<file path="src/rtl/intersection_pkg.sv">
// Shared types for the intersection phase sequencer.
// State encoding, return direction and dwell-timer width.
package intersection_pkg;

  localparam int TIMER_W = 8;

  typedef enum logic [2:0] {
    AR_NS,
    NS_G,
    NS_Y,
    AR_EW,
    EW_G,
    EW_Y,
    WALK
  } state_t;

  typedef enum logic {
    NS,
    EW
  } dir_t;

endpackage

</file>
<file path="src/rtl/tick_gen.sv">
// One-cycle timing strobe derived from clk_50.
// Pulses when the free-running count reaches TICK_DIV-1.
module tick_gen #(
  parameter int TICK_DIV = 50_000_000
) (
  input  logic clk_50,
  input  logic rst_n,
  output logic tick
);

  localparam int CW = $clog2(TICK_DIV);
  localparam logic [CW-1:0] LAST = CW'(TICK_DIV - 1);

  logic [CW-1:0] cnt;

  always_ff @(posedge clk_50 or negedge rst_n) begin
    if (!rst_n) begin
      cnt <= '0;
    end else if (cnt == LAST) begin
      cnt <= '0;
    end else begin
      cnt <= cnt + CW'(1);
    end
  end

  assign tick = (cnt == LAST);

endmodule

</file>
<file path="src/rtl/intersection_ctrl.sv">
// Two-road intersection sequencer with pedestrian crossing.
// Lamps are registered from next-state so they move with the state.
module intersection_ctrl
  import intersection_pkg::*;
#(
  parameter int TICK_DIV    = 50_000_000,
  parameter int T_MIN_GREEN = 10,
  parameter int T_EW_GREEN  = 8,
  parameter int T_YELLOW    = 3,
  parameter int T_ALL_RED   = 1,
  parameter int T_WALK      = 6
) (
  input  logic clk_50,
  input  logic rst_n,
  input  logic ped_btn,
  input  logic car_ew,
  output logic ns_red,
  output logic ns_yellow,
  output logic ns_green,
  output logic ew_red,
  output logic ew_yellow,
  output logic ew_green,
  output logic walk,
  output logic ped_wait
);

  localparam int EW_ = TIMER_W + 1;
  localparam logic [EW_-1:0] MIN_G = EW_'(T_MIN_GREEN);
  localparam logic [EW_-1:0] EW_GR = EW_'(T_EW_GREEN);
  localparam logic [EW_-1:0] YEL   = EW_'(T_YELLOW);
  localparam logic [EW_-1:0] ALL_R = EW_'(T_ALL_RED);
  localparam logic [EW_-1:0] WLK   = EW_'(T_WALK);

  logic tick;
  logic ped_s1, ped_s2, ped_q;
  logic car_s1, car_s;
  logic ped_pending;
  logic ped_rise;
  state_t state, nxt;
  dir_t ret_dir, nret;
  logic [TIMER_W-1:0] timer;
  logic [EW_-1:0] elapsed;
  logic demand;

  tick_gen #(
    .TICK_DIV(TICK_DIV)
  ) u_tick (
    .clk_50(clk_50),
    .rst_n (rst_n),
    .tick  (tick)
  );

  assign ped_rise = ped_s2 & ~ped_q;
  assign elapsed  = {1'b0, timer} + EW_'(1);
  assign demand   = car_s | ped_pending;
  assign ped_wait = ped_pending;

  always_comb begin
    nxt  = state;
    nret = ret_dir;
    if (tick) begin
      unique case (state)
        AR_NS: if (elapsed >= ALL_R) begin
          nxt  = ped_pending ? WALK : NS_G;
          nret = NS;
        end
        NS_G: if (elapsed >= MIN_G && demand) nxt = NS_Y;
        NS_Y: if (elapsed >= YEL) nxt = AR_EW;
        AR_EW: if (elapsed >= ALL_R) begin
          nxt  = ped_pending ? WALK : EW_G;
          nret = EW;
        end
        EW_G: if (elapsed >= EW_GR) nxt = EW_Y;
        EW_Y: if (elapsed >= YEL) nxt = AR_NS;
        WALK: if (elapsed >= WLK) begin
          nxt = (ret_dir == NS) ? NS_G : EW_G;
        end
        default: nxt = AR_NS;
      endcase
    end
  end

  always_ff @(posedge clk_50 or negedge rst_n) begin
    if (!rst_n) begin
      ped_s1      <= 1'b0;
      ped_s2      <= 1'b0;
      ped_q       <= 1'b0;
      car_s1      <= 1'b0;
      car_s       <= 1'b0;
      ped_pending <= 1'b0;
      state       <= AR_NS;
      ret_dir     <= NS;
      timer       <= '0;
      ns_red      <= 1'b1;
      ns_yellow   <= 1'b0;
      ns_green    <= 1'b0;
      ew_red      <= 1'b1;
      ew_yellow   <= 1'b0;
      ew_green    <= 1'b0;
      walk        <= 1'b0;
    end else begin
      ped_s1  <= ped_btn;
      ped_s2  <= ped_s1;
      ped_q   <= ped_s2;
      car_s1  <= car_ew;
      car_s   <= car_s1;
      state   <= nxt;
      ret_dir <= nret;
      if (nxt != state) begin
        timer <= '0;
      end else if (tick && timer != '1) begin
        timer <= timer + TIMER_W'(1);
      end
      // Entering WALK services the request; a same-cycle press is absorbed.
      if (nxt == WALK && state != WALK) begin
        ped_pending <= 1'b0;
      end else if (state != WALK && ped_rise) begin
        ped_pending <= 1'b1;
      end
      ns_red    <= !(nxt == NS_G || nxt == NS_Y);
      ns_yellow <= (nxt == NS_Y);
      ns_green  <= (nxt == NS_G);
      ew_red    <= !(nxt == EW_G || nxt == EW_Y);
      ew_yellow <= (nxt == EW_Y);
      ew_green  <= (nxt == EW_G);
      walk      <= (nxt == WALK);
    end
  end

endmodule

</file>
<file path="config.mk">
export PLATFORM = sky130hd
export DESIGN_NAME = intersection_ctrl
export DESIGN_NICKNAME = d
export VERILOG_FILES = /design/src/rtl/intersection_pkg.sv /design/src/rtl/tick_gen.sv /design/src/rtl/intersection_ctrl.sv
export SDC_FILE = /design/constraint.sdc
export NUM_CORES = 1
export LEC_CHECK = 0
export ABC_CLOCK_PERIOD_IN_PS = 4200
export CAP_MARGIN = 0
export CORE_ASPECT_RATIO = 0.8
export CORE_UTILIZATION = 52
export DETAILED_ROUTE_END_ITERATION = 12
export DONT_BUFFER_PORTS = 1
export PLACE_DENSITY_LB_ADDON = 0.25
export SLEW_MARGIN = 20
export SYNTH_ARGS = -nofsm -noshare
export SYNTH_HDL_FRONTEND = slang
export SYNTH_SLANG_ARGS = --single-unit
</file>
<file path="constraint.sdc">
create_clock -name clk_50 -period 4.2 [get_ports clk_50]
set_input_delay 0.63 -clock clk_50 [delete_from_list [all_inputs] [get_ports clk_50]]
set_output_delay 0.63 -clock clk_50 [all_outputs]
set_load 0.05 [all_outputs]
</file>
**Yosys cells after proc, flatten, opt, wreduce, memory -nomap -nowiden**

Index checks and enable logic that the tools add are counted.

- Register bits: 51
- Input port bits: 4
- Word-level logic and storage cells: 78

- Add/sub/neg operators: 3
- Magnitude comparators: 5
- Equality and inequality tests: 17
- Mux-type cells: 20
- Bitwise operators: 3
- Reductions and logical operators: 13

Operator list:

| kind | count |
|---|---|
| $mux 3 | 10 |
| $add 26x1->26 const B | 1 |
| $eq 26x26->1 const B | 1 |
| $mux 26 | 1 |
| $pmux 3 s7 | 1 |
| $eq 3x3->1 const B | 6 |
| $ge 9x4->1 const B | 2 |
| $mux 8 | 2 |
| $add 8x1->9 const B | 1 |
| $eq 3x2->1 const B | 3 |
| $ge 9x1->1 const B | 1 |
| $ge 9x2->1 const B | 1 |
| $ge 9x3->1 const B | 1 |
| $add 8x1->8 const B | 1 |
| $ne 8x8->1 const B | 1 |
| $eq 3x1->1 const B | 2 |
| $reduce_bool 2->1 | 3 |
| $logic_and 1x1->1 | 4 |
| $mux 1 | 4 |
| $ne 2x2->1 const B | 2 |
| $reduce_and 4->1 | 1 |
| $logic_not 3->1 | 1 |
| $ne 3x3->1 | 1 |
| $ne 3x3->1 const B | 1 |
| 7 further kinds | 9 |

**Longest topological paths before layout**

Gate-level depths: netlist of the first run.

- Depth in word-level cells: 9
- Gate-level depth with buffers: 13
- Gate-level depth less buffers: 11

**Cells and area by module**

From an unflattened synthesis of the first run, not the netlist that was laid out.

- Cells, all modules: 309
- Area total of the unflattened synthesis: 2965.3 um2

By module, submodules not included:

| module | times used | cells an instance | area an instance (um2) |
|---|---|---|---|
| intersection_ctrl | 1 | 175 | 1627.8 |
| tick_gen | 1 | 134 | 1337.5 |

**Worst setup path after synthesis of the first run**

No wires, ideal clock.

- Path kind: reg-to-reg
- Start point: register timer[0]
- End point: register timer[0]
- Data arrival time: 2.988 ns
- Data required time: 4.117 ns
- Path slack: 1.129 ns
- Stages on the path, launching flop included: 11
- Period minus slack after synthesis: 3.071 ns
- Cells stage by stage: dfrtp_1 -> inv_1 -> ha_1 -> buf_4 -> nor4_1 -> nand3_2 -> o221a_1 -> or4_1 -> buf_2 -> or4_1 -> o21ai_0

- Longest elaborated chain between the ends: 8

RTL lines:

| item | line | RTL |
|---|---|---|
| start: declaration | intersection_ctrl.sv:41 | `logic [TIMER_W-1:0] timer;` |
| start signal: assignment | intersection_ctrl.sv:112 | `timer <= timer + TIMER_W'(1);` |
| $add 8x1->9 | intersection_ctrl.sv:54 | `assign elapsed = {1'b0, timer} + EW_'(1);` |
| $ge 9x4->1 | intersection_ctrl.sv:67 | `NS_G: if (elapsed >= MIN_G && demand) nxt = NS_Y;` |
| $logic_and 1x1->1 | intersection_ctrl.sv:67 |  |
| $mux 3 | intersection_ctrl.sv:67 |  |
| $pmux 3 s7 | intersection_ctrl.sv:62 | `unique case (state)` |
| $mux 3 | intersection_ctrl.sv:61 | `if (tick) begin` |
| $ne 3x3->1 | intersection_ctrl.sv:109 | `if (nxt != state) begin` |
| $mux 8 or $reduce_bool 2->1 (tied branches) | - |  |

Parallel ways exist; a longest one is shown, timed or not. The select of a mux whose other input is x is not followed.
A chain may end at the register's enable or synchronous reset.

**Worst setup path in the final report of the first run**

Ends and elaborated chain as after synthesis.

==> results.json, run 1 <==
{
  "drc_errors": 0,
  "post_layout_nonfiller_instances": 364,
  "finalSetupViolCount": 0,
  "setup_tns_ns": 0,
  "antenna_found_initial": 0,
  "die_y_um": 68.3,
  "place_inst": 354,
  "cp-start-kind": "register",
  "wl_per_cell_um": 16.0,
  "synth_commonest_cells": "49 x dfrtp_1, 33 x nor2_1, 23 x nand3_1, 21 x nand2_1",
  "worst-setup-path-type": "register to register",
  "h-tree-depth": 2,
  "grt_max_degree": 52,
  "critPathMaxFanout": 11,
  "grt_pass1_vias": 2015,
  "powerDensity_mw_per_mm2": 268,
  "coreArea_mm2": 0.00515,
  "reg_top3": "u_tick.cnt: 26 flops, timer: 8 flops, state: 3 flops",
  "ys_warn_count": 0,
  "syn_area_per_cell_um2": 9.44,
  "vias": 2272,
  "ctsResizeCount": 0,
  "finalPower_mw": 0.797,
  "rsz0062_at_grt": "no",
  "finish.net_count": 311,
  "min_path_type": "input port to async pin",
  "core.rowCount": 23,
  "io_buffer_count": 0,
  "fp.dieW_um": 84.9,
  "globalRouteOverflowTotal": 0,
  "maxSlewViolCount": 0,
  "cap_viol_max_count": 0,
  "tightest_slew_ns": 0.724,
  "post-route-period-util": 0.831,
  "drive_gt1_frac": 0.0762,
  "synth_top_flop_cell": "dfrtp_1",
  "clockBufferDepth": 2,
  "die_area_mm2": 0.00580,
  "grt_pass1_wl_um": 9690,
  "yosysTopAreaCell": "dfrtp_1",
  "grt_usage": 0.214,
  "top_level_ports": 12,
  "fmax_mhz": 286,
  "post_cts_buffers": 0,
  "yosysMostFrequentCell": "dfrtp_1",
  "end_kind": "register",
  "crit_top_cell": "or4_1",
  "max_stage_delay_ns": 0.65,
  "slew_headroom": 0.513,
  "vias_per_cell": 6.24,
  "synth_edf_count": 0,
  "cts_root_buf": "clkbuf_8",
  "synth_seq_cells": 51,
  "synthDistinctLibCells": 52,
  "dp_worst_setup_slack_ns": 0.804,
  "synth-seq-area-share": 0.447,
  "syn-cell-area_mm2": 0.00286,
  "irDropWorstVdd_v": 0.000272,
  "power_leakage_nw": 1.25,
  "critPathArrivalTime_ns": 3.72,
  "start_util": 0.555,
  "syn-num-nets": 313,
  "synth_top_area_share": 0.429,
  "syn_inst": 303,
  "numCtsBuffers": 5,
  "synthTopCellsByArea": "dfrtp_1 43%, xor2_1 4.9%, nor2_1 4.3%",
  "setup_ws_ns": 0.708,
  "fin_crit_ns": 3.49,
  "routed_wl_um": 5840,
  "place_congestion": 0.873,
  "drtIter0Drc": 181,
  "dpl.hpwl_um": 3930,
  "cts_sinks": 51,
  "critical_path.slowest_cell": "nor4_1",
  "detail-route-antenna-nets": 0,
  "area_growth_pct": 4.11,
  "largest_register": "u_tick.cnt",
  "largest_reg_flops": 26,
  "cts_tree": "done",
  "hold_viol": 0,
  "cp.required_ns": 4.43,
  "worstSkewPairLatency_ns": 0.30,
  "async_flop_share": 1.00,
  "clk_pin_slew_worst_paths_ns": 0.09,
  "hold_buffers": 0,
  "drtPass1Iterations": 4,
  "diodes": 0,
  "outcome": "completed",
  "path_cells": "inv_1 > ha_1 > nor4_1 > nand3_2 > o221a_1 > or4_1 > or4_1 > o21ai_0",
  "finClkSkew_ns": 0.00248
}
-- final cells by class --
type | instances | area, um^2
well taps | 62 | 77.6
fillers | 454 | 2170
clock buffers | 7 | 86.3
inverters | 9 | 33.8
multi-input cells | 230 | 1450
clock inverters | 1 | 8.76
repair buffers | 4 | 45.0
flip-flops and latches | 51 | 1280
-- routing by layer --
layer  track usage  up-vias  share of wire
met5             0        -              0
met4        0.0678        0          0.018
met3        0.0326       10          0.046
met2         0.323       50           0.44
met1         0.317     1128           0.49
li1              -     1084              -
-- power breakdown --
group / switching (mW) / internal (mW)
combinational: 0.00708 / 0.00293
sequential: 0.000884 / 0.493
clock: 0.158 / 0.135
total: 0.166 / 0.631
-- logic make-up (layout without fill, tap and decap cells) --
group,Yosys count,count (layout),share of synthesized area
compound gates,56,56,0.133
xor+xnor,26,26,0.0796
fa+ha+maj,6,6,0.0263
buf+inv,22,21,0.0468
flops,51,51,0.447
mux,3,3,0.0109
simple gates,139,139,0.256
-- critical path: cells and delay by family (launching register included) --
family	cells	cell delay, ns
compound gates	2	0.36
buf+inv	1	0.18
flops	1	0.56
fa+ha+maj	1	0.44
simple gates	4	1.87
-- path summary, 6_finish.rpt --
| path | from | end | slack [ns] | cells after the start |
|---|---|---|---|---|
| min in group clk_50 | ped_btn | ped_s1 | 0.35 | 0 |
| min reg2reg | car_s1 | car_s | 0.35 | 0 |
| max | timer[0] | timer[0] | 0.71 | 8 |
| min | rst_n | u_tick.cnt[8] | 0.01 | 0 |
| max in group asynchronous | rst_n | timer[0] | 3.04 | 1 |
| max reg2reg | timer[0] | timer[0] | 0.71 | 8 |
-- placed cells by master (no fill, tap or decap), types with 2 or more instances in the layout --
cell type / synthesis / layout
nand4_1: 10 / 10
mux2i_1: 2 / 2
nor3_1: 10 / 10
nor4_1: 5 / 5
a41oi_1: 2 / 2
a31oi_1: 3 / 3
or4_1: 3 / 3
and2_1: 4 / 4
or3_1: 3 / 3
and3_1: 8 / 8
buf_4: 3 / 2
dfrtp_1: 49 / 49
nand2b_1: 3 / 3
nand3_1: 23 / 23
clkbuf_8: 0 / 6
nor3b_1: 4 / 4
nor2_1: 33 / 33
o31ai_1: 2 / 2
o21bai_1: 2 / 2
and3b_1: 2 / 2
and3_2: 2 / 2
inv_1: 9 / 9
ha_1: 6 / 6
xor2_1: 16 / 16
o21ai_0: 16 / 16
and4_1: 4 / 4
nand2_1: 21 / 21
dfstp_2: 2 / 2
xnor2_1: 10 / 10
a21oi_1: 16 / 16
-- through the flow --
step,hold slack (ns),instance area (um^2),util
after global placement,0.332,2850,0.554
after global routing,-0.000945,2980,0.578
final,0.0133,2980,0.578
after detailed placement,0.335,2850,0.554
after CTS,0.00387,2950,0.572
after floorplan,0.331,2860,-
Power figures use the tool's default switching activity.
==> inputs of run 2 (changes only) <==
- ABC_CLOCK_PERIOD_IN_PS: 4200 -> 3100
- clock period: 4.2 -> 3.1 ns (I/O delays scaled with it)
==> run 2 against run 1 <==
Against the previous run:
- the flow now finishes with violations (hold timing)
- critical path depth is 2 higher
- sequential share of layout area is 1.2 points lower
- largest cell class unchanged
- sequential power is 35% higher
- via count is 0.62% higher
- critical endpoint unchanged
==> results.json, run 2 (synthesis gave the netlist of run 1 again) <==
{
  "crit_top_cell": "or4_1",
  "finClkSkew_ns": 0.00548,
  "grt-busiest-layer": "met1",
  "top_level_ports": 12,
  "p_sw_frac": 0.226,
  "path_cells": "ha_2 > xnor2_1 > nand4_1 > a22oi_2 > buf_4 > and3_2 > o2bb2ai_1 > or4_1 > or4_1 > o21ai_0",
  "h-tree-depth": 2,
  "pwr-share-seq": 0.619,
  "fin_crit_ns": 2.98,
  "worstSkewPairLatency_ns": 0.30,
  "cap_viol_max_count": 0,
  "globalRouteOverflowTotal": 0,
  "start_util": 0.555,
  "internal-power_mw": 0.836,
  "powerDensity_mw_per_mm2": 352,
  "seqCellArea_mm2": 0.00128,
  "hold_viol": 1,
  "layout_commonest_cell": "dfrtp_1",
  "slew_headroom": 0.552,
  "clk_pin_slew_worst_paths_ns": 0.10,
  "diodes": 0,
  "cts_tree": "done",
  "maxSlewViolCount": 0,
  "drc_errors": 0,
  "routed_wl_um": 5960,
  "max_stage_delay_ns": 0.49,
  "crit_family": "simple AND/OR/NAND/NOR gates",
  "finalSetupViolCount": 0,
  "vias_per_cell": 6.15,
  "largest_reg_flops": 26,
  "post-route-period-util": 0.960,
  "min_path_type": "input port to async pin",
  "drtIter0Drc": 173,
  "critical_path.slowest_cell": "or4_1",
  "rsz0062_at_grt": "yes",
  "grt_pass1_wl_um": 10300,
  "power_leakage_nw": 1.28,
  "place_area_mm2": 0.00290,
  "clockPowerShare": 0.366,
  "critPathArrivalTime_ns": 3.20,
  "place_congestion": 0.948,
  "combinationalPowerShare": 0.015,
  "cp-start-kind": "register",
  "power.switching_mw": 0.245,
  "irDropWorstVdd_v": 0.000343,
  "clockBufferDepth": 2,
  "reg_top3": "u_tick.cnt: 26 flops, timer: 8 flops, state: 3 flops",
  "met1_usage": 0.345,
  "die_y_um": 68.3,
  "multi_input_area_mm2": 0.00147,
  "numCtsBuffers": 5,
  "fp.dieW_um": 84.9,
  "finish.net_count": 319,
  "drive_gt1_frac": 0.132,
  "fillers": 433,
  "post_layout_nonfiller_instances": 372,
  "use_met3": 0.0495,
  "design_area_mm2": 0.00307,
  "die_area_mm2": 0.00580,
  "largest_register": "u_tick.cnt",
  "cp.required_ns": 3.32,
  "tightest_slew_ns": 0.667,
  "detail-route-antenna-nets": 0,
  "grt_usage": 0.228,
  "cts_sinks": 51,
  "outcome": "complete, but fails checks",
  "grt_max_degree": 52,
  "vias": 2286,
  "core.rowCount": 23,
  "coreArea_mm2": 0.00515,
  "cts_root_buf": "clkbuf_8",
  "area_growth_pct": 7.35,
  "met2_usage": 0.339,
  "place_inst": 361,
  "drtPass1Iterations": 4,
  "violations": "hold timing",
  "crit_buf_inv": 1,
  "fmax_mhz": 336,
  "grt_pass1_vias": 2172,
  "wl_per_cell_um": 16.0,
  "io_buffer_count": 0,
  "critPathMaxFanout": 8,
  "dpl.hpwl_um": 4020,
  "hold_slack_ns": -0.00122,
  "mostFrequentLayoutCells": "47 x dfrtp_1, 33 x nor2_1, 23 x nand3_1",
  "worst-setup-path-type": "register to register",
  "antenna_found_initial": 0,
  "end_kind": "register"
}
==> run 2: final cells by class <==
type | count | share of cell area
Clock buffer | 5 | 0.0224
Tap cell | 62 | 0.0253
Timing Repair Buffer | 12 | 0.0359
Clock inverter | 3 | 0.00775
Multi-Input combinational cell | 230 | 0.480
Sequential cell | 51 | 0.417
Inverter | 9 | 0.0110
==> run 2: final timing paths <==
path / from / endpoint / slack, ns / depth (start not counted)
max: timer[0] / timer[0] / 0.12 / 10
min: rst_n / car_s / -0.001 / 1
max reg2reg: timer[0] / timer[0] / 0.12 / 10
min reg2reg: ped_s1 / ped_s2 / 0.36 / 0
max in group asynchronous: rst_n / ew_red / 2.82 / 1
min in group clk_50: car_ew / car_s1 / 0.19 / 0
==> run 2: timing repair <==
action,in CTS,in global routing
hold endpoints to repair,51,0
pin swaps,0,3
endpoints found under the setup margin,3,13
setup buffers,0,2
resized for setup,1,8
hold buffers,1,0
==> run 2: routing by layer <==
layer	vias up	wire [um]
met1	1117	3050
li1	1099	-
met4	0	46
met3	6	347
met2	64	2520
met5	-	0
==> run 2: metrics by stage <==
stage	power [mW]	setup WS, ns	setup TNS (ns)	hold slack [ns]	util
global route	1.12	-0.0579	-0.114	0.0141	0.596
global placement	0.683	0.0237	0	0.170	0.564
floorplan	0.683	0.0288	0	0.169	-
CTS	1.10	0.0340	0	0.00834	0.588
detailed placement	0.683	-0.0107	-0.0135	0.170	0.564
finish	1.08	0.125	0	-0.00122	0.596
==> run 2: power groups by stage <==
stage	Sequential, mW	Combinational (mW)	Clock (mW)
6_report	0.669	0.0162	0.395
5_1_grt	0.670	0.0201	0.434
4_1_cts	0.669	0.0177	0.408
3_5_place_dp	0.683	0.000659	0
3_3_place_gp	0.682	0.000612	0
2_1_floorplan	0.682	0.000594	0
==> RTL change 1: new RTL, config.mk and constraints of run 2 <==
Add an input register stage for `ped_btn`, with the module's reset; this delays it by one clock. The other inputs are not delayed to match.
--- a/src/rtl/intersection_ctrl.sv
+++ b/src/rtl/intersection_ctrl.sv
@@ -30,6 +30,16 @@
   localparam logic [EW_-1:0] YEL   = EW_'(T_YELLOW);
   localparam logic [EW_-1:0] ALL_R = EW_'(T_ALL_RED);
   localparam logic [EW_-1:0] WLK   = EW_'(T_WALK);
+
+  logic ped_btn_q;
+
+  always_ff @(posedge clk_50 or negedge rst_n) begin
+    if (!rst_n) begin
+      ped_btn_q <= '0;
+    end else begin
+      ped_btn_q <= ped_btn;
+    end
+  end
 
   logic tick;
   logic ped_s1, ped_s2, ped_q;
@@ -99,7 +109,7 @@
       ew_green    <= 1'b0;
       walk        <= 1'b0;
     end else begin
-      ped_s1  <= ped_btn;
+      ped_s1  <= ped_btn_q;
       ped_s2  <= ped_s1;
       ped_q   <= ped_s2;
       car_s1  <= car_ew;
Behaviour: not the same (Yosys sat finds a counterexample within 4 cycles, from zero or initial values and one cycle with rst_n low).
==> RTL change 1 against run 2 <==
  * Synthesized cell count is 5.6% higher
  * Area after synthesis is 5.1% higher
  * Combinational power is 12% higher
  * Cell area is 4.0% higher
  * Total power rose by 8.6%
  * Routed wire length increased by 0.55%
  * Setup slack better by 0.18 ns
  * Sequential cell count is 1 higher
  * Via count decreased by 0.22%
  * Critical endpoint is now ped_wait$_DFFE_PN0P_
  * Largest cell class unchanged
  * Highest routed layer unchanged
==> RTL change 1: results (changes against run 2) <==
cp_top_family: "compound AO/OA/AOI/OAI gates"
irDropWorstVdd_mv: 0.2958  # -14%
hold_path.class: "in -> reg"
number_of_global_route_vias_before_repair: 2121  # -2.3%
asyncSetResetFlopFracSynth_pct: 100.0  # unchanged
clock_latency_ns: 0.31
vias_per_cell: 5.760  # -6.3%
num_antenna_cells: 0  # unchanged
critical_path_peak_fanout: 10  # +2
timing.critical_path.slowest_stage_cell: "sky130_fd_sc_hd__dfrtp_2"
power_leakage_nw: 1.400  # +9.5%
drt_wl_total_mm: 5.995  # +0.55%
ys_seq_area_share_pct: 43.38  # -1.3 points
critical_path.max_stage_delay_ns: 0.47  # -0.02 ns
track_usage_pct: 22.02  # -0.78 points
top_cells_by_area_in_the_synthesized_netlist: "sky130_fd_sc_hd__dfrtp_1, sky130_fd_sc_hd__xor2_1, sky130_fd_sc_hd__xnor2_1"
first_pass_grt_wire_length_mm: 10.41  # +1.0%
place.gp.congestion: 0.8898  # -6.1%
run_status: "completed"
largestRegisters: "u_tick.cnt x26, timer x8, state x3"
internal_power_w: 0.0009305  # +11%
ctsRootBufferMaster: "sky130_fd_sc_hd__clkbuf_8"
synth_flop_cell: "sky130_fd_sc_hd__dfrtp_1"
slew-limit-headroom_pct: 66.84  # +12 points
drt-initial-drc-count: 279  # +61%
grt_start_max_net_pins: 53  # +1.9%
post-dp-hpwl_mm: 4.267  # +6.2%
maxCapViolCount: 0  # unchanged
ctsLongestPathBuffers: 2  # unchanged
gr-total-overflow: 0  # unchanged
crit_arrival_ns: 2.99  # -0.21 ns
detailedRoute.firstPassIterationCount: 5  # +1
timing.clock.skew_ns: 0.01256  # +0.007087 ns
synth_fp_nets: 329  # +5.1%
yosys.cell_types.count: 60  # +15%
layout-drive-gt1-share_pct: 11.32  # -1.9 points
numCtsBuffers: 5  # unchanged
yosysWarnings: 0  # unchanged
ys_top_cells_by_count: "sky130_fd_sc_hd__dfrtp_1, sky130_fd_sc_hd__nand2_1, sky130_fd_sc_hd__nor2_1"
## RTL change 1: changes by cell type after synthesis, sizes merged, moves of 4 or more
cell / run 2 / this run
nand2: 21 / 32
nor2: 33 / 39
and3: 10 / 5
clkbuf: 3 / 8
a21oi: 17 / 13
mux2i: 2 / 6
nor3b: 4 / 0
nor4: 5 / 1
nor4b: 0 / 4
xnor2: 10 / 14
## RTL change 1: cells by family after synthesis
logic type                 after synthesis  synth area share (%)
buffers and inverters                   29                 4.745
AOI/OAI and AO/OA                       57                 14.07
DFF                                     52                 43.38
muxes                                    6                 1.998
and+or+nand+nor                        141                 24.98
adders and majority gates                5                 2.082
xor gates and xnor gates                30                 8.743
## RTL change 1: path summary, 6_finish.rpt
path | slack, ns | endpoint | startpoint | cells past startpoint
max | 0.30 | ped_wait$_DFFE_PN0P_ | timer[0]$_DFFE_PN0P_ | 9
min | 0.17 | car_s1$_DFF_PN0_ | car_ew | 0
max reg2reg | 0.30 | ped_wait$_DFFE_PN0P_ | timer[0]$_DFFE_PN0P_ | 9
min reg2reg | 0.36 | ped_s2$_DFF_PN0_ | ped_s1$_DFF_PN0_ | 0
max in group asynchronous | 2.17 | ns_red$_DFF_PN1_ | rst_n | 2
min in group asynchronous | 0.66 | u_tick.cnt[23]$_DFF_PN0_ | rst_n | 2
## RTL change 1: what timing repair did
action,in CTS,in global routing
gates resized for setup,0,2
hold buffers,2,0
endpoints found under the hold margin,52,0
endpoints found under the setup margin,0,14
## RTL change 1: power by group through the flow
stage | Combinational [W] | Sequential [W] | Clock, W
finish | 0.0000181 | 0.000683 | 0.000472
global route | 0.0000212 | 0.000684 | 0.000516
CTS | 0.0000193 | 0.000683 | 0.000488
detailed placement | 0.000000349 | 0.000697 | 0
global placement | 0.000000356 | 0.000697 | 0
floorplan | 0.000000237 | 0.000696 | 0
## RTL change 1: cell type report
type,instances,area (um2)
Clock buffer,6,72.57
Sequential cell,52,1305
Timing Repair Buffer,6,67.56
Fill cell,512,2303
Inverter,13,48.80
Multi-Input combinational cell,239,1562
Tap cell,78,97.59
Clock inverter,2,38.79
## RTL change 1: per-stage QoR
stage,instance area [um2],hold slack (ns),util (%),setup slack (ns),cells
2_1_floorplan,3005,0.1694,-,0.6096,320
3_3_place_gp,3039,0.1703,55.31,0.2257,386
3_5_place_dp,3039,0.1702,55.31,0.1668,386
4_1_cts,3188,0.1631,58.01,0.1442,396
5_1_grt,3192,0.1517,58.08,0.05904,396
6_report,3192,0.1700,58.08,0.3023,396
## RTL change 1: layer usage
metal	GRT usage, %	wire [um]	up-vias
li1	-	-	1123
met1	34.35	3134	1088
met2	30.88	2508	63
met3	3.901	282	7
met4	6.111	70	0
met5	0	0	-
==> RTL change 2: new RTL, settings of run 2 <==
Without the edit above. Set the package constant `TIMER_W` to 7 (it was 8).
--- a/src/rtl/intersection_pkg.sv
+++ b/src/rtl/intersection_pkg.sv
@@ -2,7 +2,7 @@
 // State encoding, return direction and dwell-timer width.
 package intersection_pkg;
 
-  localparam int TIMER_W = 8;
+  localparam int TIMER_W = 7;
 
   typedef enum logic [2:0] {
     AR_NS,
Check against the original RTL: no difference found for any inputs over 10 cycles, from zero or initial values and one cycle with rst_n low; that may be too few to reach the edited logic, so the function may still have changed.
==> RTL change 2 against run 2 <==
  * Cell area shrank 8.8%
  * Hold slack better by 0.012 ns
  * Utilization is 0.23 points higher
  * Clock skew rose by 0.0029 ns
  * Sequential power shrank 2%
  * Critical endpoint is now timer[2]$_DFFE_PN0P_
  * Largest power group unchanged
  * Total power shrank 3.5%
  * Sequential share of layout area is 3.1 points higher
  * Fmax increased by 5.2%
  * Non-clock buffer count is 7 lower
  * Routed wire length shrank 26%
  * Setup slack improved by 0.15 ns
  * Area after synthesis shrank 9.7%
  * Sequential cell count shrank 1
==> RTL change 2: results (changes against run 2) <==
run_status: "completed"
first_pass_grt_wire_length_mm: 7.790  # -24%
timing.clock.skew_ns: 0.008346  # +0.002870 ns
cts_post_setup_buffers_inserted: 0  # unchanged
top_cells_by_area_in_the_synthesized_netlist: "sky130_fd_sc_hd__dfrtp_1, sky130_fd_sc_hd__xor2_1, sky130_fd_sc_hd__nor2_1"
synth_compound_gate_area_share_pct: 8.289  # -5.0 points
post_synth_fa_ha_maj_area_fraction_pct: 2.908  # +0.28 points
crit_arrival_ns: 3.00  # -0.20 ns
critical_path.max_stage_delay_ns: 0.46  # -0.03 ns
htree_levels: 2  # unchanged
track_usage_pct: 19.72  # -3.1 points
syn_avg_cell_area_um2: 10.28  # +9.0%
detailedRoute.firstPassIterationCount: 4  # unchanged
synth_fp_nets: 261  # -17%
number_of_global_route_vias_before_repair: 1670  # -23%
yosys-mux-area-fraction_pct: 3.248  # +2.2 points
place.detailed.instances: 308  # -15%
irDropWorstVdd_mv: 0.2115  # -38%
ys_top_cells_by_count: "sky130_fd_sc_hd__dfrtp_1, sky130_fd_sc_hd__nor2_1, sky130_fd_sc_hd__nand2_1, sky130_fd_sc_hd__xor2_1"
power_leakage_nw: 1.266  # -0.93%
layout-drive-gt1-share_pct: 12.06  # -1.2 points
synth_flop_cell: "sky130_fd_sc_hd__dfrtp_1"
drt_wl_total_mm: 4.394  # -26%
maxCapViolCount: 0  # unchanged
post_cts_clock_slew_at_the_launch_and_capture_registers_of_the_worst_setup_and_hold_paths_ns: 0.08  # -0.02 ns
largestRegisters: "u_tick.cnt x26, timer x7, state x3"
timing.critical_path.slowest_stage_cell: "sky130_fd_sc_hd__dfrtp_2"
yosys.area_share.xor_xnor_pct: 10.86  # +2.9 points
yosysWarnings: 0  # unchanged
slew-limit-headroom_pct: 54.19  # -0.97 points
vias: 1761  # -23%
vias_per_cell: 5.555  # -9.6%
final_net_count: 266  # -17%
num_antenna_cells: 0  # unchanged
yosys.cell_types.count: 57  # +9.6%
critical_path_peak_fanout: 10  # +2
reg2regPathDepth: 9  # -1
ctsLongestPathBuffers: 2  # unchanged
place.gp.congestion: 0.9200  # -2.9%
drt-initial-drc-count: 86  # -50%
post-dp-hpwl_mm: 3.164  # -21%
grt_start_max_net_pins: 51  # -1.9%
postPlaceCellArea_mm2: 0.002661  # -8.4%
ys_seq_area_share_pct: 48.57  # +3.8 points
==> RTL change 2: area by class of cell <==
class                           instances  area, um2
Inverter                                7      26.28
Clock buffer                            7      86.33
Timing Repair Buffer                    5      57.56
Sequential cell                        50       1255
Fill cell                             391       1881
Multi-Input combinational cell        187       1294
Clock inverter                          1      5.005
Tap cell                               60      75.07
==> RTL change 2: final timing paths <==
kind	start	end	slack (ns)
worst min register to register	ped_s1$_DFF_PN0_	ped_s2$_DFF_PN0_	0.35
worst max-delay path	timer[0]$_DFFE_PN0P_	timer[2]$_DFFE_PN0P_	0.27
worst min-delay path	rst_n	u_tick.cnt[6]$_DFF_PN0_	0.01
max in group asynchronous	rst_n	ns_red$_DFF_PN1_	2.81
worst max register to register	timer[0]$_DFFE_PN0P_	timer[2]$_DFFE_PN0P_	0.27
min in group clk_50	car_ew	car_s1$_DFF_PN0_	0.20
==> RTL change 2: per-layer routing <==
| layer | routed length [um] | track usage, % | up-vias |
|---|---|---|---|
| li1 | - | - | 881 |
| met1 | 2208 | 28.82 | 850 |
| met2 | 2022 | 28.71 | 26 |
| met3 | 131 | 4.648 | 4 |
| met4 | 31 | 6.696 | 0 |
| met5 | 0 | 0 | - |
==> RTL change 2: critical path, delay by kind of cell (launching register included) <==
family	cells	cell delay (ns)
AO/OA/AOI/OAI	5	1.44
flip-flops	1	0.46
AND/OR/NAND/NOR	2	0.37
adder cells (fa/ha/maj)	1	0.27
multiplexers	1	0.17
==> RTL change 2: timing repair <==
item                                   in CTS  in global routing
resized for setup                           0                  3
hold buffers                                1                  0
endpoints found under the hold margin      50                  0
setup endpoints to repair                   0                  7
==> RTL change 2: kinds of logic (layout without fill, tap and decap cells) <==
| group | count (synthesis) | count (layout) |
|---|---|---|
| AOI/OAI and AO/OA | 25 | 25 |
| xor gates and xnor gates | 32 | 32 |
| adders and majority gates | 6 | 6 |
| buffers and inverters | 14 | 20 |
| DFF | 50 | 50 |
| muxes | 7 | 7 |
| and+or+nand+nor | 117 | 117 |
==> RTL change 2: stage by stage <==
stage | setup slack (ns) | hold slack (ns) | util (%)
global placement | 0.2246 | 0.1706 | 56.87
CTS | 0.08800 | 0.01610 | 59.41
floorplan | 0.3787 | 0.1694 | -
global route | 0.02834 | 0.006254 | 59.81
finish | 0.2719 | 0.01065 | 59.81
detailed placement | 0.1048 | 0.1706 | 56.87
==> RTL change 2: where the power goes <==
group | switching (W) | internal, W | leakage [nW]
Combinational | 0.0000117 | 0.00000426 | 0.559
Clock | 0.000190 | 0.000180 | 0.0482
Sequential | 0.00000117 | 0.000655 | 0.659
Total | 0.000203 | 0.000839 | 1.27
